**src/rtl/wptr_full_if.sv**
```systemverilog
// Write-side FIFO pointer bus: write request/status signals shared between
// the write client (master) and the pointer/full controller (slave).
interface wptr_full_if #(
  parameter int PTR_WIDTH = 5
);
  logic                 wr_en_i;
  logic                 wr_ovf_clr_i;
  logic [PTR_WIDTH:0]   rptr_gray_i;
  logic                 wr_full_o;
  logic                 wr_afull_o;
  logic [PTR_WIDTH-1:0] wr_addr_o;
  logic [PTR_WIDTH:0]   wptr_gray_o;
  logic [PTR_WIDTH:0]   wptr_bin_o;
  logic [PTR_WIDTH:0]   wr_level_o;
  logic                 wr_ovf_o;

  modport master (
    output wr_en_i, wr_ovf_clr_i, rptr_gray_i,
    input  wr_full_o, wr_afull_o, wr_addr_o, wptr_gray_o, wptr_bin_o,
           wr_level_o, wr_ovf_o
  );

  modport slave (
    input  wr_en_i, wr_ovf_clr_i, rptr_gray_i,
    output wr_full_o, wr_afull_o, wr_addr_o, wptr_gray_o, wptr_bin_o,
           wr_level_o, wr_ovf_o
  );
endinterface

```
**src/rtl/wptr_full.sv**
```systemverilog
// Async FIFO write-domain controller: binary/Gray write pointers, RAM write
// address, and full/almost-full/level/overflow derived from the synced read pointer.
module wptr_full #(
  parameter int PTR_WIDTH    = 5,
  parameter int AFULL_THRESH = 28
) (
  input logic        wr_clk_i,
  input logic        rstn_i,
  wptr_full_if.slave bus
);

  localparam int AW = PTR_WIDTH + 1;

  function automatic logic [AW-1:0] bin2gray(input logic [AW-1:0] b);
    return b ^ (b >> 1);
  endfunction

  function automatic logic [AW-1:0] gray2bin(input logic [AW-1:0] g);
    logic [AW-1:0] b;
    b[AW-1] = g[AW-1];
    for (int i = AW - 2; i >= 0; i--) begin
      b[i] = b[i+1] ^ g[i];
    end
    return b;
  endfunction

  logic [AW-1:0] wbin_q, wbin_d;
  logic [AW-1:0] wgray_q, wgray_d;
  logic [AW-1:0] level_q, level_d;
  logic          full_q, full_d;
  logic          afull_q, afull_d;
  logic          ovf_q, ovf_d;
  logic [AW-1:0] rbin;
  logic [AW-1:0] rgray_full;
  logic          wr_inc;

  always_comb begin
    wr_inc     = bus.wr_en_i & ~full_q;
    wbin_d     = wbin_q + AW'(wr_inc);
    wgray_d    = bin2gray(wbin_d);
    rbin       = gray2bin(bus.rptr_gray_i);
    // Full when the write pointer is exactly one lap ahead: in Gray code
    // that flips the top two bits of the read pointer.
    rgray_full = {~bus.rptr_gray_i[AW-1:AW-2], bus.rptr_gray_i[AW-3:0]};
    full_d     = (wgray_d == rgray_full);
    level_d    = wbin_d - rbin;
    afull_d    = (level_d >= AW'(AFULL_THRESH));
    ovf_d      = (bus.wr_en_i & full_q) | (ovf_q & ~bus.wr_ovf_clr_i);
  end

  always_ff @(posedge wr_clk_i or negedge rstn_i) begin
    if (!rstn_i) begin
      wbin_q  <= '0;
      wgray_q <= '0;
      level_q <= '0;
      full_q  <= 1'b0;
      afull_q <= 1'b0;
      ovf_q   <= 1'b0;
    end else begin
      wbin_q  <= wbin_d;
      wgray_q <= wgray_d;
      level_q <= level_d;
      full_q  <= full_d;
      afull_q <= afull_d;
      ovf_q   <= ovf_d;
    end
  end

  assign bus.wr_full_o   = full_q;
  assign bus.wr_afull_o  = afull_q;
  assign bus.wr_addr_o   = wbin_q[PTR_WIDTH-1:0];
  assign bus.wptr_gray_o = wgray_q;
  assign bus.wptr_bin_o  = wbin_q;
  assign bus.wr_level_o  = level_q;
  assign bus.wr_ovf_o    = ovf_q;

endmodule

```
**src/flat_wrapper.sv**
```systemverilog
// flat-port wrapper written by rule: the top's interface ports become plain ports
module wptr_full_flat 
#(
  parameter int PTR_WIDTH    = 5,
  parameter int AFULL_THRESH = 28
)
  (wr_clk_i, rstn_i, bus_wr_en_i, bus_wr_ovf_clr_i, bus_rptr_gray_i, bus_wr_full_o, bus_wr_afull_o, bus_wr_addr_o, bus_wptr_gray_o, bus_wptr_bin_o, bus_wr_level_o, bus_wr_ovf_o);
  wptr_full_if #(.PTR_WIDTH(PTR_WIDTH)) bus_i ();
  input logic wr_clk_i;
  input logic rstn_i;
  input wire logic [$bits(bus_i.wr_en_i)-1:0] bus_wr_en_i;
  input wire logic [$bits(bus_i.wr_ovf_clr_i)-1:0] bus_wr_ovf_clr_i;
  input wire logic [$bits(bus_i.rptr_gray_i)-1:0] bus_rptr_gray_i;
  output wire logic [$bits(bus_i.wr_full_o)-1:0] bus_wr_full_o;
  output wire logic [$bits(bus_i.wr_afull_o)-1:0] bus_wr_afull_o;
  output wire logic [$bits(bus_i.wr_addr_o)-1:0] bus_wr_addr_o;
  output wire logic [$bits(bus_i.wptr_gray_o)-1:0] bus_wptr_gray_o;
  output wire logic [$bits(bus_i.wptr_bin_o)-1:0] bus_wptr_bin_o;
  output wire logic [$bits(bus_i.wr_level_o)-1:0] bus_wr_level_o;
  output wire logic [$bits(bus_i.wr_ovf_o)-1:0] bus_wr_ovf_o;
  assign bus_i.wr_en_i = bus_wr_en_i;
  assign bus_i.wr_ovf_clr_i = bus_wr_ovf_clr_i;
  assign bus_i.rptr_gray_i = bus_rptr_gray_i;
  assign bus_wr_full_o = bus_i.wr_full_o;
  assign bus_wr_afull_o = bus_i.wr_afull_o;
  assign bus_wr_addr_o = bus_i.wr_addr_o;
  assign bus_wptr_gray_o = bus_i.wptr_gray_o;
  assign bus_wptr_bin_o = bus_i.wptr_bin_o;
  assign bus_wr_level_o = bus_i.wr_level_o;
  assign bus_wr_ovf_o = bus_i.wr_ovf_o;
  wptr_full #(.PTR_WIDTH(PTR_WIDTH), .AFULL_THRESH(AFULL_THRESH)) u_core (.wr_clk_i(wr_clk_i), .rstn_i(rstn_i), .bus(bus_i));
endmodule
```
**config.mk**
```make
export PLATFORM = sky130hd
export DESIGN_NAME = wptr_full_flat
export DESIGN_NICKNAME = d
export VERILOG_FILES = /design/src/rtl/wptr_full_if.sv /design/src/rtl/wptr_full.sv /design/src/flat_wrapper.sv
export SDC_FILE = /design/constraint.sdc
export NUM_CORES = 1
export LEC_CHECK = 0
export ABC_AREA = 1
export CORE_MARGIN = 10
export CORE_UTILIZATION = 35
export DETAILED_ROUTE_END_ITERATION = 12
export GPL_TIMING_DRIVEN = 0
export PLACE_DENSITY = 0.68
export SETUP_SLACK_MARGIN = 0.1
export SYNTH_ARGS = -nofsm -noshare
export SYNTH_HDL_FRONTEND = slang
export SYNTH_SLANG_ARGS = --single-unit
```
**constraint.sdc**
```tcl
create_clock -name wr_clk_i -period 4.6 [get_ports wr_clk_i]
set_input_delay 0.92 -clock wr_clk_i [delete_from_list [all_inputs] [get_ports wr_clk_i]]
set_output_delay 0.92 -clock wr_clk_i [all_outputs]
set_load 0.01 [all_outputs]
```
==> metrics.yaml, run 1 <==
worst_pin_slew_ns: 0.8893
first_global_vias: 1115
critical_path_class: "input pin to flop"
cts-root-buf: "clkbuf_8"
routed_wl_mm: 2.901
p_leak_nw: 0.8712
timing.critical_path.from: "bus_rptr_gray_i[5]"
setup-tns-final_ns: 0
vias: 1128
initial_core_util_pct: 37.33
drtIter0Drc: 41
cap_violations: 0
slew_violations: 0
reg2reg_from: "u_core.bus.wr_full_o$_DFF_PN0_"
yosysWarningCount: 0
grt_use_met3_pct: 3.007
grt.met2_usage_pct: 15.21
finalCritPeriodShare_pct: 71.16
p_per_area_nw_per_um2: 734.8
vias_per_cell: 4.585
synth_mux_area_share_pct: 0
fmax_ghz: 0.3055
nNetsFinal: 219
worst_r2r_path_depth: 13
layout-drive-gt1-share_pct: 14.50
arrival_ns: 3.47
path_max_fanout: 3
cts_tree: "done"
end_kind: "flop"
grt_usage_pct: 9.620
synth-compound-area-share_pct: 3.895
drt-wirelength-per-cell_um: 11.79
die_y_um: 80.59
synthAdderAreaFrac_pct: 8.374
synthSimpleGateAreaFrac_pct: 35.25
worstHoldStart: "u_core.bus.wr_ovf_o$_DFF_PN0_"
die_area_sq_um: 6495
ys_types: 22
ys_seq_area_share_pct: 38.95
run_status: "finished, final reports clean"
ant_nets: 0
timing.rr.end: "u_core.bus.wr_afull_o$_DFF_PN0_"
slew_headroom_pct: 40.52
rsz0062_at_grt: "no"
whs_path_depth: 2
syn-num-nets: 179
hold_buffers: 0
cts_resized: 0
drc_errors: 0
required_ns: 4.79
cts_sinks: 20
finalPower_mw: 1.284
layout_commonest_cell: "nand2_1"
portBuffers: 35
insertion_delay_ns: 0.25
min_to: "u_core.bus.wr_ovf_o$_DFF_PN0_"
synth_top_family_by_area: "simple AND/OR/NAND/NOR gates"
grt-ovfl-total: 0
syn_area_per_cell_sq_um: 7.981
hpwl_mm: 2.380
h-tree-depth: 1
dr.pass1.iters: 4
grt_util_met1_pct: 12.60
hp-class: "flop to flop"
peakVddDrop_v: 0.0002654
cts-buffers-inserted: 3
postCtsSetupRepairBufs: 0
ys_ff_latch: 20
gp_congestion: 0.8131
finalHoldViolations: 0
die_w_um: 80.59
coreArea_sq_um: 3442
grt_max_degree: 21
clockBufferDepth: 2
clock_skew_ns: 0.001826
startpoint_type: "input pin"
synth_area_sq_um: 1285
layout_min_cycle_time_ns: 3.274
io_pins: 36
mostFrequentLayoutCells: "nand2_1 (42), clkdlybuf4s50_1 (35), nand3_1 (25)"
clk_pin_slew_ns: 0.08
antennaDiodeCount: 0
antenna_found_initial: 0
r2r_slack_ns: 2.11
final-setup-viol-count: 0
syn2layout_area_growth_pct: 36.03
nFillCells: 318
grt_pass1_wl_mm: 5.071
num_rows: 21
synth_xor_area_share_pct: 2.045
gr-max-usage-layer: "met2"
syn_inst: 161
-- power breakdown --
part | internal (mW) | total [mW] | switching (mW) | leakage (nW)
clock | 0.0761 | 0.137 | 0.0605 | 0.0288
sequential | 0.264 | 0.317 | 0.0528 | 0.242
combinational | 0.398 | 0.831 | 0.434 | 0.601
total | 0.737 | 1.28 | 0.547 | 0.871
-- final cells by class --
class | count | area (sq um) | share of cell area (%)
repair buffers | 35 | 350.3 | 20.04
flip-flops and latches | 20 | 500.5 | 28.63
clock buffers | 4 | 55.05 | 3.150
multi-input cells | 109 | 636.9 | 36.44
plain buffers | 7 | 52.55 | 3.006
well taps | 46 | 57.56 | 3.293
inverters | 25 | 95.09 | 5.440
-- worst max-delay path: stages --
cell and delay [ns]:
clkdlybuf4s50_1 0.51, inv_1 0.08, nand2_1 0.08, nand2_1 0.08, nand2_1 0.11, nand2_2 0.07, nand2_2 0.06, nand2_1 0.06
nand2_1 0.09, nand2_2 0.07, nand2_1 0.06, nand2_1 0.05, ha_1 0.20, fa_1 0.40, o21ai_0 0.25, xor2_1 0.21
nand3_1 0.10, nand3_1 0.07
-- worst max path at each step --
stage | endpoint | slack, ns
after floorplan | u_core.bus.wr_afull_o$_DFF_PN0_ | 1.86
after global placement | u_core.bus.wr_afull_o$_DFF_PN0_ | 1.08
after detailed placement | u_core.bus.wr_afull_o$_DFF_PN0_ | 1.07
after CTS | u_core.bus.wr_afull_o$_DFF_PN0_ | 1.32
after global routing | u_core.bus.wr_afull_o$_DFF_PN0_ | 1.01
final | u_core.bus.wr_afull_o$_DFF_PN0_ | 1.33
-- cell families after synthesis --
logic type      Yosys count
simple gates             90
buf+inv                  32
flops                    20
compound gates            8
fa+ha+maj                 8
xor+xnor                  3
-- registers in the layout, indices dropped and copies added (netlist names) --
register and count:
u_core.bus.wptr_bin_o 6, u_core.bus.wr_level_o 6, u_core.bus.wptr_gray_o 5, u_core.bus.wr_afull_o 1, u_core.bus.wr_full_o 1, u_core.bus.wr_ovf_o 1
-- synthesized netlist by cell type --
cell / number / share of area, %
o21ai_0: 2 / 0.78
xnor2_1: 2 / 1.4
nor2_2: 1 / 0.49
buf_4: 7 / 4.1
nand2_1: 42 / 12
inv_1: 24 / 7.0
ha_1: 7 / 6.8
nand3_2: 4 / 3.1
nand3_1: 25 / 9.7
nand3_4: 1 / 1.4
nand4_1: 5 / 2.4
nor2_4: 1 / 0.88
nand2_2: 8 / 3.9
nor2_1: 2 / 0.58
a21oi_1: 3 / 1.2
clkinv_2: 1 / 0.39
o21ai_2: 2 / 1.4
fa_1: 1 / 1.6
nand2b_1: 1 / 0.49
dfrtp_1: 20 / 39
xor2_1: 1 / 0.68
o211ai_1: 1 / 0.58
-- stage by stage --
stage	util (%)	area (sq um)	cells	setup slack [ns]	hold slack, ns
3_5_place_dp	49.18	1693	242	1.074	0.5263
5_1_grt	50.78	1748	246	1.011	0.5953
6_report	50.78	1748	246	1.326	0.5371
2_1_floorplan	-	1285	161	1.856	0.5309
4_1_cts	50.78	1748	246	1.323	0.5401
3_3_place_gp	49.18	1693	242	1.078	0.5140
-- per-layer routing --
metal | wire length (um) | up-vias | share of wire, %
li1 | - | 592 | -
met1 | 1421 | 506 | 49
met3 | 226 | 2 | 7.8
met2 | 1240 | 28 | 43
met5 | 0 | - | 0
met4 | 13 | 0 | 0.45
Note: power is estimated with default switching activity, not from simulation.
==> run 2: changes to the inputs <==
--- a/config.mk
+++ b/config.mk
@@ -10,7 +10,7 @@
 export CORE_UTILIZATION = 35
 export DETAILED_ROUTE_END_ITERATION = 12
 export GPL_TIMING_DRIVEN = 0
-export PLACE_DENSITY = 0.68
+export PLACE_DENSITY = 0.7
 export SETUP_SLACK_MARGIN = 0.1
 export SYNTH_ARGS = -nofsm -noshare
 export SYNTH_HDL_FRONTEND = slang
==> constraint.sdc (replaced) <==
create_clock -name wr_clk_i -period 2.6 [get_ports wr_clk_i]
set_input_delay 0.52 -clock wr_clk_i [delete_from_list [all_inputs] [get_ports wr_clk_i]]
set_output_delay 0.52 -clock wr_clk_i [all_outputs]
set_load 0.01 [all_outputs]
==> metrics.yaml, run 2 (same netlist as run 1, synthesis figures left out) <==
run_status: "finished, final reports clean"
drt-wirelength-per-cell_um: 13.20  # +12%
layout_min_cycle_time_ns: 2.375
hold_buffers: 0  # unchanged
clock_skew_ns: 0.0008622  # -0.0009642 ns
nNetsFinal: 224  # +2.3%
crit_chain: "dlygate4sd2_1, inv_1, nand2_4, nand2_4, nand2_2, nand2_2, nand2_2, nand2_2, nand2_1, nand2_1, ha_2, fa_2, o21ai_2, xor2_1, nand3_1, nand3_1"
dr.pass1.iters: 4  # unchanged
worst_pin_slew_ns: 0.9199  # +0.03059 ns
r2r_slack_ns: 0.44  # -1.67 ns
endpoint: "u_core.bus.wr_afull_o$_DFF_PN0_"
startpoint_type: "input pin"
finalCritPeriodShare_pct: 91.35
final-setup-viol-count: 0  # unchanged
grt-ovfl-total: 0  # unchanged
whs_ns: 0.5284  # -0.008716 ns
reg2reg_from: "u_core.bus.wr_full_o$_DFF_PN0_"
critical_path_class: "input pin to flop"
hp-class: "input pin to flop"
cts_tree: "done"
slew_headroom_pct: 38.48  # -2.0 points
antenna_found_initial: 0  # unchanged
insertion_delay_ns: 0.26  # about the same
required_ns: 2.80  # -1.99 ns
drtIter0Drc: 48  # +17%
coreArea_sq_um: 3442  # unchanged
layout-drive-gt1-share_pct: 31.22  # +17 points
cts-root-buf: "clkbuf_8"
ant_nets: 0  # unchanged
peakVddDrop_v: 0.0006242  # +140%
routed_wl_mm: 3.314  # +14%
h-tree-depth: 1  # unchanged
clk_pin_slew_ns: 0.08  # about the same
timing.critical_path.from: "bus_rptr_gray_i[3]"
num_rows: 21  # unchanged
critPathSlowestCell: "fa_2"
p_per_area_nw_per_um2: 1373  # +87%
gp_congestion: 0.8103  # -0.34%
die_w_um: 80.59  # unchanged
vias_per_cell: 4.741  # +3.4%
mostFrequentLayoutCells: "nand2_1 (31), clkdlybuf4s50_1 (30), inv_1 (22), nand3_1 (22), dfrtp_1 (20)"
grt_pass1_wl_mm: 5.520  # +8.9%
clockBufferDepth: 2  # unchanged
cts_sinks: 20  # unchanged
timing.rr.end: "u_core.bus.wr_afull_o$_DFF_PN0_"
io_pins: 36  # unchanged
finalPower_mw: 2.686  # +110%
slowest_delay_ns: 0.36  # -0.15 ns
path_max_fanout: 3  # unchanged
grt_max_degree: 21  # unchanged
utilization_pct: 56.85  # +6.1 points
drc_errors: 0  # unchanged
cap_violations: 0  # unchanged
worst_r2r_path_depth: 13  # unchanged
syn2layout_area_growth_pct: 52.29
rsz0062_at_grt: "no"
finalHoldViolations: 0  # unchanged
slew_violations: 0  # unchanged
vias: 1190  # +5.5%
initial_core_util_pct: 37.33  # unchanged
hpwl_mm: 2.291  # -3.7%
grt_usage_pct: 10.35  # +0.73 points
path_common_cell: "nand2_2"
die_y_um: 80.59  # unchanged
layout_commonest_cell: "nand2_1"
die_area_sq_um: 6495  # unchanged
p_leak_nw: 0.9468  # +8.7%
portBuffers: 35  # unchanged
antennaDiodeCount: 0  # unchanged
arrival_ns: 2.57  # -0.90 ns
first_global_vias: 1262  # +13%
fmax_ghz: 0.4211
cts-buffers-inserted: 3  # unchanged
end_kind: "flop"
[run 2: cell types whose count changed in the layout (fill, tap and decap cells not counted), moves of 4 or more]
cell | before | now
ha_4 | 0 | 4
nand2_1 | 42 | 31
nand2_2 | 8 | 14
ha_1 | 7 | 1
nand2_4 | 0 | 5
buf_4 | 7 | 12
clkdlybuf4s50_1 | 35 | 30
[run 2: cell type report]
| type | count | area (sq um) |
|---|---|---|
| Inverter | 25 | 97.59 |
| Buffer | 7 | 52.55 |
| Clock buffer | 3 | 41.29 |
| Tap cell | 46 | 57.56 |
| Timing Repair Buffer | 40 | 381.6 |
| Fill cell | 310 | 1485 |
| Clock inverter | 1 | 30.03 |
| Multi-Input combinational cell | 109 | 795.8 |
| Sequential cell | 20 | 500.5 |
[run 2: power by group]
group | total, mW | switching (mW) | internal, mW
clock network | 0.315 | 0.110 | 0.206
registers | 0.569 | 0.102 | 0.467
logic | 1.80 | 0.902 | 0.900
[run 2: critical path: cells and delay by family]
family / cells / cell delay [ns]
buf+inv: 2 / 0.35
xor+xnor: 1 / 0.21
compound gates: 1 / 0.16
simple gates: 10 / 0.79
fa+ha+maj: 2 / 0.54
[run 2: worst min-delay path by stage]
stage,end,slack [ns],depth (start not counted),startpoint
3_5_place_dp,u_core.bus.wr_ovf_o$_DFF_PN0_,0.53,2,u_core.bus.wr_full_o$_DFF_PN0_
4_1_cts,u_core.bus.wr_ovf_o$_DFF_PN0_,0.54,2,u_core.bus.wr_ovf_o$_DFF_PN0_
2_1_floorplan,u_core.bus.wptr_bin_o[0]$_DFF_PN0_,0.22,0,rstn_i
3_3_place_gp,u_core.bus.wr_ovf_o$_DFF_PN0_,0.52,2,u_core.bus.wr_full_o$_DFF_PN0_
6_report,u_core.bus.wr_ovf_o$_DFF_PN0_,0.53,3,bus_wr_en_i
5_1_grt,u_core.bus.wr_ovf_o$_DFF_PN0_,0.53,3,bus_wr_en_i
[run 2: per-layer routing]
metal	vias up	track usage [%]	wire, um
li1	602	-	-
met1	552	11.50	1396
met2	32	18.07	1594
met3	4	3.898	293
met4	0	2.465	29
met5	-	0	0
[run 2: metrics by stage]
stage	setup TNS [ns]	setup slack (ns)	instance area, sq um	std cells
2_1_floorplan	0	0.2555	1285	161
3_3_place_gp	-1.790	-0.5205	1693	242
3_5_place_dp	-1.805	-0.5153	1693	242
4_1_cts	0	0.1010	1887	249
5_1_grt	0	0.04493	1957	251
6_report	0	0.2250	1957	251
[run 2: what timing repair did]
| action | CTS | global route |
|---|---|---|
| setup endpoints to repair | 4 | 4 |
| gates resized for setup | 25 | 21 |
| pin swaps | 6 | 11 |
| endpoints found under the hold margin | 0 | 0 |
| setup buffers | 3 | 2 |
